[src/rtl/raster_pkg.sv]
// Shared definitions for the raster stream transmitter: FSM state encoding,
// saturation limit and pixel-lane sizing helper.
package raster_pkg;

  typedef enum logic [2:0] {
    IDLE   = 3'd0,
    SOF    = 3'd1,
    LINE   = 3'd2,
    HBLANK = 3'd3,
    EOF    = 3'd4
  } tx_state_t;

  localparam logic [15:0] UNDERRUN_MAX = 16'hFFFF;

  function automatic int pixcnt_bits(input int pixcnt);
    return $clog2(pixcnt);
  endfunction

endpackage

[src/rtl/raster_frame_tx_if.sv]
// Upstream ready/valid pixel source plus downstream raster stream, bundled so the
// transmitter sits between them through a single port.
interface raster_frame_tx_if #(
  parameter int DWIDTH = 10,
  parameter int PIXCNT = 8
);

  logic [DWIDTH*PIXCNT-1:0] s_data;
  logic                     s_valid;
  logic                     s_ready;
  logic                     new_frame;
  logic [DWIDTH*PIXCNT-1:0] data_out;
  logic                     out_vld;

  // master: the transmitter; slave: the source/sink environment around it
  modport master (
    input  s_data,
    input  s_valid,
    output s_ready,
    output new_frame,
    output data_out,
    output out_vld
  );

  modport slave (
    output s_data,
    output s_valid,
    input  s_ready,
    input  new_frame,
    input  data_out,
    input  out_vld
  );

endinterface

[src/rtl/raster_ramp_pattern.sv]
// Combinational ramp test word: pixel k of beat b in row r is (b*PIXCNT + k + r)
// truncated to DWIDTH bits.
module raster_ramp_pattern
  import raster_pkg::*;
#(
  parameter int DWIDTH = 10,
  parameter int PIXCNT = 8,
  parameter int BW     = 9,
  parameter int RW     = 12
) (
  input  logic [BW-1:0]            beat,
  input  logic [RW-1:0]            row,
  output logic [DWIDTH*PIXCNT-1:0] word
);

  localparam int PB = pixcnt_bits(PIXCNT);

  logic [DWIDTH-1:0] base_s;

  assign base_s = (DWIDTH'(beat) << PB) + DWIDTH'(row);

  // one lane per pixel, each offset by its position within the beat
  always_comb begin
    word = '0;
    for (int k = 0; k < PIXCNT; k++) begin
      word[k*DWIDTH +: DWIDTH] = base_s + DWIDTH'(k);
    end
  end

endmodule

[src/rtl/raster_frame_tx.sv]
// Raster stream transmitter: frames upstream or ramp pixel words into rows x cols
// with horizontal blanking, reporting frame completion and source underruns.
module raster_frame_tx
  import raster_pkg::*;
#(
  parameter int DWIDTH = 10,
  parameter int PIXCNT = 8,
  parameter int ROWS   = 2049,
  parameter int COLS   = 2448,
  parameter int GAPW   = 8
) (
  input  logic                      clk,
  input  logic                      reset,
  input  logic                      start,
  input  logic                      pattern_en,
  input  logic [$clog2(ROWS)-1:0]   rows,
  input  logic [$clog2(COLS)-1:0]   cols,
  input  logic [GAPW-1:0]           hblank,
  raster_frame_tx_if.master         bus,
  output logic                      busy,
  output logic                      frame_done,
  output logic [15:0]               underrun_cnt
);

  localparam int PB = pixcnt_bits(PIXCNT);
  localparam int RW = $clog2(ROWS);
  localparam int CW = $clog2(COLS);
  localparam int BW = CW - PB;
  localparam int WW = DWIDTH * PIXCNT;

  tx_state_t         state_r, state_s;
  logic [RW-1:0]     rows_r, rows_s, row_r, row_s;
  logic [BW-1:0]     bpl_r, bpl_s, beat_r, beat_s;
  logic [GAPW-1:0]   hblank_r, hblank_s, gap_r, gap_s;
  logic              pat_r, pat_s;
  logic              new_frame_r, new_frame_s;
  logic [WW-1:0]     data_out_r, data_out_s;
  logic              out_vld_r, out_vld_s;
  logic              busy_r, busy_s;
  logic              frame_done_r, frame_done_s;
  logic [15:0]       underrun_r, underrun_s;
  logic              fire_s;
  logic [WW-1:0]     ramp_s;
  logic [BW-1:0]     cols_bpl_s;
  logic              cols_unused_s;

  // sub-beat column bits carry no meaning; only whole beats are framed
  assign cols_bpl_s    = cols[CW-1:PB];
  assign cols_unused_s = ^cols[PB-1:0];

  raster_ramp_pattern #(
    .DWIDTH (DWIDTH),
    .PIXCNT (PIXCNT),
    .BW     (BW),
    .RW     (RW)
  ) u_ramp (
    .beat (beat_r),
    .row  (row_r),
    .word (ramp_s)
  );

  // next-state, counters and next output values
  always_comb begin
    state_s      = state_r;
    rows_s       = rows_r;
    bpl_s        = bpl_r;
    hblank_s     = hblank_r;
    pat_s        = pat_r;
    row_s        = row_r;
    beat_s       = beat_r;
    gap_s        = gap_r;
    new_frame_s  = 1'b0;
    frame_done_s = 1'b0;
    out_vld_s    = 1'b0;
    data_out_s   = data_out_r;
    busy_s       = busy_r;
    underrun_s   = underrun_r;
    fire_s       = 1'b0;
    case (state_r)
      IDLE: begin
        if (start) begin
          rows_s   = rows;
          bpl_s    = cols_bpl_s;
          hblank_s = hblank;
          pat_s    = pattern_en;
          if ((rows != '0) && (cols_bpl_s != '0)) begin
            state_s     = SOF;
            new_frame_s = 1'b1;
            busy_s      = 1'b1;
          end else begin
            state_s      = EOF;
            frame_done_s = 1'b1;
          end
        end else begin
          state_s = IDLE;
        end
      end
      SOF: begin
        state_s = LINE;
        beat_s  = '0;
        row_s   = '0;
      end
      LINE: begin
        fire_s = pat_r | bus.s_valid;
        if (fire_s) begin
          out_vld_s  = 1'b1;
          data_out_s = pat_r ? ramp_s : bus.s_data;
          if (beat_r == (bpl_r - BW'(1'b1))) begin
            beat_s = '0;
            if (row_r == (rows_r - RW'(1'b1))) begin
              state_s      = EOF;
              frame_done_s = 1'b1;
              busy_s       = 1'b0;
            end else begin
              row_s = row_r + RW'(1'b1);
              if (hblank_r != '0) begin
                state_s = HBLANK;
                gap_s   = hblank_r;
              end else begin
                state_s = LINE;
              end
            end
          end else begin
            beat_s = beat_r + BW'(1'b1);
          end
        end else begin
          if (underrun_r != UNDERRUN_MAX) begin
            underrun_s = underrun_r + 16'd1;
          end else begin
            underrun_s = underrun_r;
          end
        end
      end
      HBLANK: begin
        gap_s = gap_r - GAPW'(1'b1);
        if (gap_r == GAPW'(1'b1)) begin
          state_s = LINE;
        end else begin
          state_s = HBLANK;
        end
      end
      EOF: begin
        state_s = IDLE;
        busy_s  = 1'b0;
      end
      default: begin
        state_s = IDLE;
        busy_s  = 1'b0;
      end
    endcase
  end

  // FSM state register
  always_ff @(posedge clk or posedge reset) begin
    if (reset) begin
      state_r <= IDLE;
    end else begin
      state_r <= state_s;
    end
  end

  // latched frame configuration, position counters and registered outputs
  always_ff @(posedge clk or posedge reset) begin
    if (reset) begin
      rows_r       <= '0;
      bpl_r        <= '0;
      hblank_r     <= '0;
      pat_r        <= 1'b0;
      row_r        <= '0;
      beat_r       <= '0;
      gap_r        <= '0;
      new_frame_r  <= 1'b0;
      frame_done_r <= 1'b0;
      out_vld_r    <= 1'b0;
      data_out_r   <= '0;
      busy_r       <= 1'b0;
      underrun_r   <= 16'd0;
    end else begin
      rows_r       <= rows_s;
      bpl_r        <= bpl_s;
      hblank_r     <= hblank_s;
      pat_r        <= pat_s;
      row_r        <= row_s;
      beat_r       <= beat_s;
      gap_r        <= gap_s;
      new_frame_r  <= new_frame_s;
      frame_done_r <= frame_done_s;
      out_vld_r    <= out_vld_s;
      data_out_r   <= data_out_s;
      busy_r       <= busy_s;
      underrun_r   <= underrun_s;
    end
  end

  // words are only requested from upstream while a line is being sent
  assign bus.s_ready   = (state_r == LINE) & ~pat_r;
  assign bus.new_frame = new_frame_r;
  assign bus.data_out  = data_out_r;
  assign bus.out_vld   = out_vld_r;
  assign busy          = busy_r;
  assign frame_done    = frame_done_r;
  assign underrun_cnt  = underrun_r;

endmodule

[src/flat_wrapper.sv]
// flat-port wrapper written by rule: the top's interface ports become plain ports
module raster_frame_tx_flat import raster_pkg::*;
#(
  parameter int DWIDTH = 10,
  parameter int PIXCNT = 8,
  parameter int ROWS   = 2049,
  parameter int COLS   = 2448,
  parameter int GAPW   = 8
)
  (clk, reset, start, pattern_en, rows, cols, hblank, busy, frame_done, underrun_cnt, bus_s_data, bus_s_valid, bus_s_ready, bus_new_frame, bus_data_out, bus_out_vld);
  raster_frame_tx_if #(.DWIDTH(DWIDTH), .PIXCNT(PIXCNT)) bus_i ();
  input  logic clk;
  input  logic reset;
  input  logic start;
  input  logic pattern_en;
  input  logic [$clog2(ROWS)-1:0] rows;
  input  logic [$clog2(COLS)-1:0] cols;
  input  logic [GAPW-1:0] hblank;
  output logic busy;
  output logic frame_done;
  output logic [15:0] underrun_cnt;
  input wire logic [$bits(bus_i.s_data)-1:0] bus_s_data;
  input wire logic [$bits(bus_i.s_valid)-1:0] bus_s_valid;
  output wire logic [$bits(bus_i.s_ready)-1:0] bus_s_ready;
  output wire logic [$bits(bus_i.new_frame)-1:0] bus_new_frame;
  output wire logic [$bits(bus_i.data_out)-1:0] bus_data_out;
  output wire logic [$bits(bus_i.out_vld)-1:0] bus_out_vld;
  assign bus_i.s_data = bus_s_data;
  assign bus_i.s_valid = bus_s_valid;
  assign bus_s_ready = bus_i.s_ready;
  assign bus_new_frame = bus_i.new_frame;
  assign bus_data_out = bus_i.data_out;
  assign bus_out_vld = bus_i.out_vld;
  raster_frame_tx #(.DWIDTH(DWIDTH), .PIXCNT(PIXCNT), .ROWS(ROWS), .COLS(COLS), .GAPW(GAPW)) u_core (.clk(clk), .reset(reset), .start(start), .pattern_en(pattern_en), .rows(rows), .cols(cols), .hblank(hblank), .bus(bus_i), .busy(busy), .frame_done(frame_done), .underrun_cnt(underrun_cnt));
endmodule
[config.mk]
export PLATFORM = sky130hd
export DESIGN_NAME = raster_frame_tx_flat
export DESIGN_NICKNAME = d
export VERILOG_FILES = /design/src/rtl/raster_pkg.sv /design/src/rtl/raster_frame_tx_if.sv /design/src/rtl/raster_ramp_pattern.sv /design/src/rtl/raster_frame_tx.sv /design/src/flat_wrapper.sv
export SDC_FILE = /design/constraint.sdc
export NUM_CORES = 1
export LEC_CHECK = 0
export BUFFER_PORTS_ARGS = -buffer_cell sky130_fd_sc_hd__buf_2
export CAP_MARGIN = 20
export CORE_MARGIN = 3
export CORE_UTILIZATION = 47
export CTS_CLUSTER_DIAMETER = 120
export CTS_CLUSTER_SIZE = 16
export DETAILED_ROUTE_END_ITERATION = 8
export MAX_ROUTING_LAYER = met4
export PLACE_DENSITY = 0.74
export SLEW_MARGIN = 5
export SYNTH_ARGS = -nofsm -noshare
export SYNTH_HDL_FRONTEND = slang
export SYNTH_SLANG_ARGS = --single-unit
export TNS_END_PERCENT = 100
[constraint.sdc]
create_clock -name clk -period 5 [get_ports clk]
set_clock_uncertainty 0.2 [all_clocks]
set_input_delay 0.5 -clock clk [delete_from_list [all_inputs] [get_ports clk]]
set_output_delay 0.5 -clock clk [all_outputs]
set_load 0.1 [all_outputs]
Word-level counts from Yosys, hierarchy flattened:

Index checks and enable logic that the tools add are counted.

* add/subtract/negate cells: 14
* $mul: 0
* divide/modulo/power cells: 0
* order comparisons: 0
* eq/ne operators: 14
* shift-type cells: 0
* multiplexer cells: 38
* bitwise operators: 5
* reduce and logical (&&, ||, !) cells: 16

Operators with widths (number)
* 80-bit 2-to-1 mux: 1
* 10-bit by 3-bit adder with 10-bit output, second input constant: 4
* 12-bit 2-to-1 mux: 3
* 8-bit 2-to-1 mux: 4
* 12-bit one-hot mux with 2 select lines: 1
* 10-bit by 2-bit adder with 10-bit output, second input constant: 2
* 9-bit 2-to-1 mux: 2
* 9-bit one-hot mux with 2 select lines: 1
* 1-bit 2-to-1 mux: 17
* 16-bit by 1-bit adder with 16-bit output, second input constant: 1
* 16-bit inequality test, second input constant: 1
* 8-bit one-hot mux with 2 select lines: 1
* 3-bit 2-to-1 mux: 5
* 12-bit by 1-bit adder with 12-bit output, second input constant: 1
* 12-bit == test: 1
* 3-bit one-hot mux with 4 select lines: 1
* 12-bit nonzero test: 1
* 12-bit by 1-bit subtractor with 12-bit output, second input constant: 1
* 10-bit by 1-bit adder with 10-bit output, second input constant: 1
* 10-bit adder: 1
* 2-bit by 1-bit inequality test with 1-bit output, second input constant: 5
* 9-bit by 1-bit adder with 9-bit output, second input constant: 1
* 9-bit == test: 1
* 9-bit nonzero test: 1
* other kinds (21): 29

* bits in registers: 162
* bits in latches: 0
* bits in writable memories: 0
* memory bits (read-only): 0
* output and inout port bits: 101
* logic and storage cells: 101
* memories kept: 0

Depth between registers and ports, before layout:

* word-level depth: 6
* gate-level depth with buffers: 12
* gate-level depth less buffers: 11

Hierarchy:

A second synthesis with hierarchy kept.

* cell total of the unflattened synthesis: 1013
* area, all modules: 9633.0 um2

By module, submodules not included
* raster_frame_tx: instances 1, cells an instance 843, area each 8316.7 um2, seq. area each 4053.9 um2
* raster_ramp_pattern: instances 1, cells an instance 170, area each 1316.3 um2, seq. area each 0.0 um2

Least setup slack after synthesis:

No wires, ideal clock.

* kind: reg-to-reg
* from: reg u_core.rows_r[0]
* to: reg u_core.row_r[11]
* setup time: 0.078 ns
* arrival time: 3.335 ns
* data required time: 4.722 ns
* path slack: 1.387 ns
* stages on the path, launching flop included: 13
* path buffers: 2
* cells stage by stage: dfrtp_1 inv_1 ha_1 clkbuf_1 or4b_1 or3_1 a21o_1 a31o_2 o2111ai_2 or4b_1 buf_2 or4_1 a21oi_1

* longest elaborated chain between the ends: 4

RTL lines
* start: declaration: RTL line raster_frame_tx.sv:32 `logic [RW-1:0] rows_r, rows_s, row_r, row_s;`
* start signal: assignment: RTL line raster_frame_tx.sv:179 `rows_r <= rows_s;`
* 12-bit by 1-bit subtractor with 12-bit output: RTL line raster_frame_tx.sv:110 `if (row_r == (rows_r - RW'(1'b1))) begin`
* 12-bit == test: RTL line raster_frame_tx.sv:110
* 2-bit inequality test (no line)
* 4-bit AND reduction (no line)
* end signal: assignment: RTL line raster_frame_tx.sv:183 `row_r <= row_s;`
* end: declaration: RTL line raster_frame_tx.sv:32

No other way between the ends.
A chain may end at the register's enable or synchronous reset.

Worst setup path in the final report:

* from: reg u_core.bpl_r[0]
* to: reg u_core.row_r[11]

* longest elaborated chain between the ends: 4

RTL lines
* start: declaration: RTL line raster_frame_tx.sv:33 `logic [BW-1:0] bpl_r, bpl_s, beat_r, beat_s;`
* start signal: assignment: RTL line raster_frame_tx.sv:180 `bpl_r <= bpl_s;`
* 9-bit by 1-bit subtractor with 9-bit output: RTL line raster_frame_tx.sv:108 `if (beat_r == (bpl_r - BW'(1'b1))) begin`
* 9-bit == test: RTL line raster_frame_tx.sv:108
* 2-bit by 1-bit inequality test with 1-bit output (no line)
* 4-bit AND reduction (no line)

No other way between the ends.

==> out/qor.txt <==
logic gate share of total power - 57.7%
critical path startpoint category - flip-flop
CTS H-Tree Depth - 4
Synth cell types - 61
Synth area leaders - dfrtp_1 44%, o21ai_0 6.0%, nand2_1 5.5%, mux2i_1 4.4%, a21oi_1 4.2%
die footprint - 21,300 µm²
sw frac - 57.0%
dpl hpwl - 17,800 µm
RD Place Congestion - 0.876
Worst EP arrival - 4140 ps
sequential area share after synthesis - 44.1%
Async S/R FF share, synth - 100%
CP startpoint - u_core.bpl_r[0]
net switching component of the power - 4740 µW
worst-case reg-to-reg path depth - 10
core footprint - 19,000 µm²
I/O Pins - 218
EDFF count, synth - 0
number of remaining DRC errors - 0
worst min path class - in -> reg
FMAX - 0.251 GHz
Final period util - 79.7%
power per cell area - 751 nW/µm²
CTS sink cnt - 162
Max FO, Critical Path - 9
Max VDD drop - 0.000593 V
Seq pwr share - 25.1%
Final nets - 1,334
largest net degree at the start of global routing - 163
Initial Util - 48.5%
clk buf depth - 2
first-pass GRT wire length - 40,400 µm
post-CTS setup buffers - 0
CTS buffer count - 17
via/cell ratio - 5.49
slew margin rel. - 39.9%
flop2flop setup slack - 1010 ps
GR Overflow Total - 0
Synth Instances - 1,017
Row Count - 50
Clk pwr share - 17.2%
post-synth top area share - 44.1%
total power - 8320 µW
P_int - 3580 µW
Primary FF master, synth - dfrtp_1
top post-synthesis cells by count - 162 x dfrtp_1, 135 x nand2_1, 110 x o21ai_0
CP Class - reg -> reg
Final Util - 58.5%
YS warnings - 0
Worst Setup EP - u_core.row_r[11]
CTS tree - built
share of layout cells above drive strength 1 - 24.5%
total negative slack - 0 ps
status - finished, final reports clean
DRT iter0 DRCs - 477
CP endpoint kind - flip-flop
cell taking the most area after synthesis - dfrtp_1
chip height - 146 µm
# setup viols final - 0
1st-pass router iterations - 5
R2R Path End - u_core.row_r[11]
Die W - 146 µm
Worst EP required - 5150 ps
Buffers on Ports - 214
Vias - 8,052
Final Hold Fails - 0
clock tree root buffer cell - clkbuf_16
RR Startpoint - u_core.bpl_r[0]
Tot GR Track Use - 24.1%
RSZ-0062 raised after global routing - false
Total Wirelength - 25,000 µm
initial antenna violation count - 0
maxcap violations - 0
number of antenna diodes - 0
Post-Syn Area per Cell - 9.03 µm²
number of hold buffers added after cts - 0
fin crit period - 3990 ps
FF+latch count, synth - 162
Worst-Skew Late Latency - 420 ps
mapped cell area - 9190 µm²
clk slew on worst S/H paths - 70 ps
CTS resizes - 0
syn_nets - 1,156
Leak - 0.00528 µW
Worst-Margin Slew - 900 ps
pins over their slew limit - 0
Final ANT Viol Nets - 0
vias in the first global route - 7,567
WL per Instance - 17.1 µm
top-count cell post-synth - dfrtp_1
Area Growth Syn to Fin - 20.7%
==> cell usage in the layout (no fill, tap or decap), types with 6 or more instances in the layout <==
master     synthesis  final
and3_1            20     20
inv_1             29     27
mux2i_1           40     40
nor3_1            11     11
xnor2_1           41     39
dfrtp_1          162    161
mux2_2            25     25
o31ai_1            6      6
a21oi_1           77     77
nor4_1            12     12
or3_1             16     16
nand2_1          135    134
nor2_1            68     67
clkbuf_16          0     17
a2bb2oi_1          7      7
nand3_1           25     25
ha_1              21     21
o21ai_0          110    110
xor2_1            38     38
buf_2              2    214
buf_4              0      7
nor2b_1           10     10
nand4_1           14     14
==> registers in the layout, indices dropped and copies added (netlist names) <==
| name | cells |
|---|---|
| u_core.pat_r | 1 |
| u_core.row_r | 12 |
| u_core.frame_done | 1 |
| u_core.bpl_r | 9 |
| u_core.bus.out_vld | 1 |
| u_core.state_r | 3 |
| u_core.rows_r | 12 |
| u_core.underrun_cnt | 16 |
| u_core.bus.new_frame | 1 |
| u_core.beat_r | 9 |
| u_core.hblank_r | 8 |
| u_core.gap_r | 8 |
| u_core.bus.data_out | 80 |
| u_core.busy | 1 |
==> worst min path at each step <==
stage	start	endpoint	slack, ps	cells after the start
6_report	rows[0]	u_core.rows_r[0]	90	3
5_1_grt	hblank[6]	u_core.hblank_r[6]	100	2
4_1_cts	rows[0]	u_core.rows_r[0]	80	3
3_5_place_dp	u_core.bus.data_out[47]	u_core.bus.data_out[47]	260	1
3_3_place_gp	u_core.bus.data_out[22]	u_core.bus.data_out[22]	260	2
2_1_floorplan	u_core.hblank_r[2]	u_core.gap_r[2]	290	2
==> worst max-delay path: stages (launching register included) <==
cell      delay (ps)
dfrtp_1          420
inv_1             80
ha_1             260
nor2b_1          150
a221oi_1         280
a311oi_1          90
a221oi_1         620
nand3_1          430
or4b_1           700
or4_1            520
a21oi_1          160
==> area by class of cell <==
class	count	area, µm²
Clock buffer	18	439
Clock inverter	13	200
Fill cell	1683	7870
Inverter	29	113
Multi-Input combinational cell	763	4810
Sequential cell	162	4060
Tap cell	260	325
Timing Repair Buffer	222	1140
==> layer usage <==
layer | vias to the layer above | share of wire [%] | global-route usage [%]
li1 | 3937 | - | -
met1 | 3835 | 46 | 32.8
met2 | 258 | 47 | 38.2
met3 | 22 | 5.6 | 4.30
met4 | 0 | 1.2 | 5.27
met5 | - | 0 | -
==> power by group through the flow <==
stage / clock [µW] / sequential [µW] / combinational (µW)
after floorplan: 0 / 4350 / 1580
after global placement: 0 / 2100 / 4750
after detailed placement: 0 / 2110 / 4810
after CTS: 1450 / 2080 / 4810
after global routing: 1520 / 2140 / 5090
final: 1430 / 2090 / 4800
==> metrics by stage <==
step                      instances  instance area (µm²)  hold WS [ps]  setup WS [ps]
after global routing           1467                11100          95.8            751
after detailed placement       1436                10400           262           1050
after floorplan                1017                 9190           289           1390
after CTS                      1467                11100          83.1           1030
final                          1467                11100          94.5           1010
after global placement         1435                10400           256           1100
==> kinds of logic (layout without fill, tap and decap cells) <==
family	Yosys count	in the layout	share of synthesized area, %
simple gates	351	351	18.6
compound gates	246	246	15.4
flops	162	162	44.1
buf+inv	92	282	3.87
xor+xnor	79	79	7.53
mux	65	65	7.42
fa+ha+maj	22	22	3.08
Power figures use the tool's default switching activity.
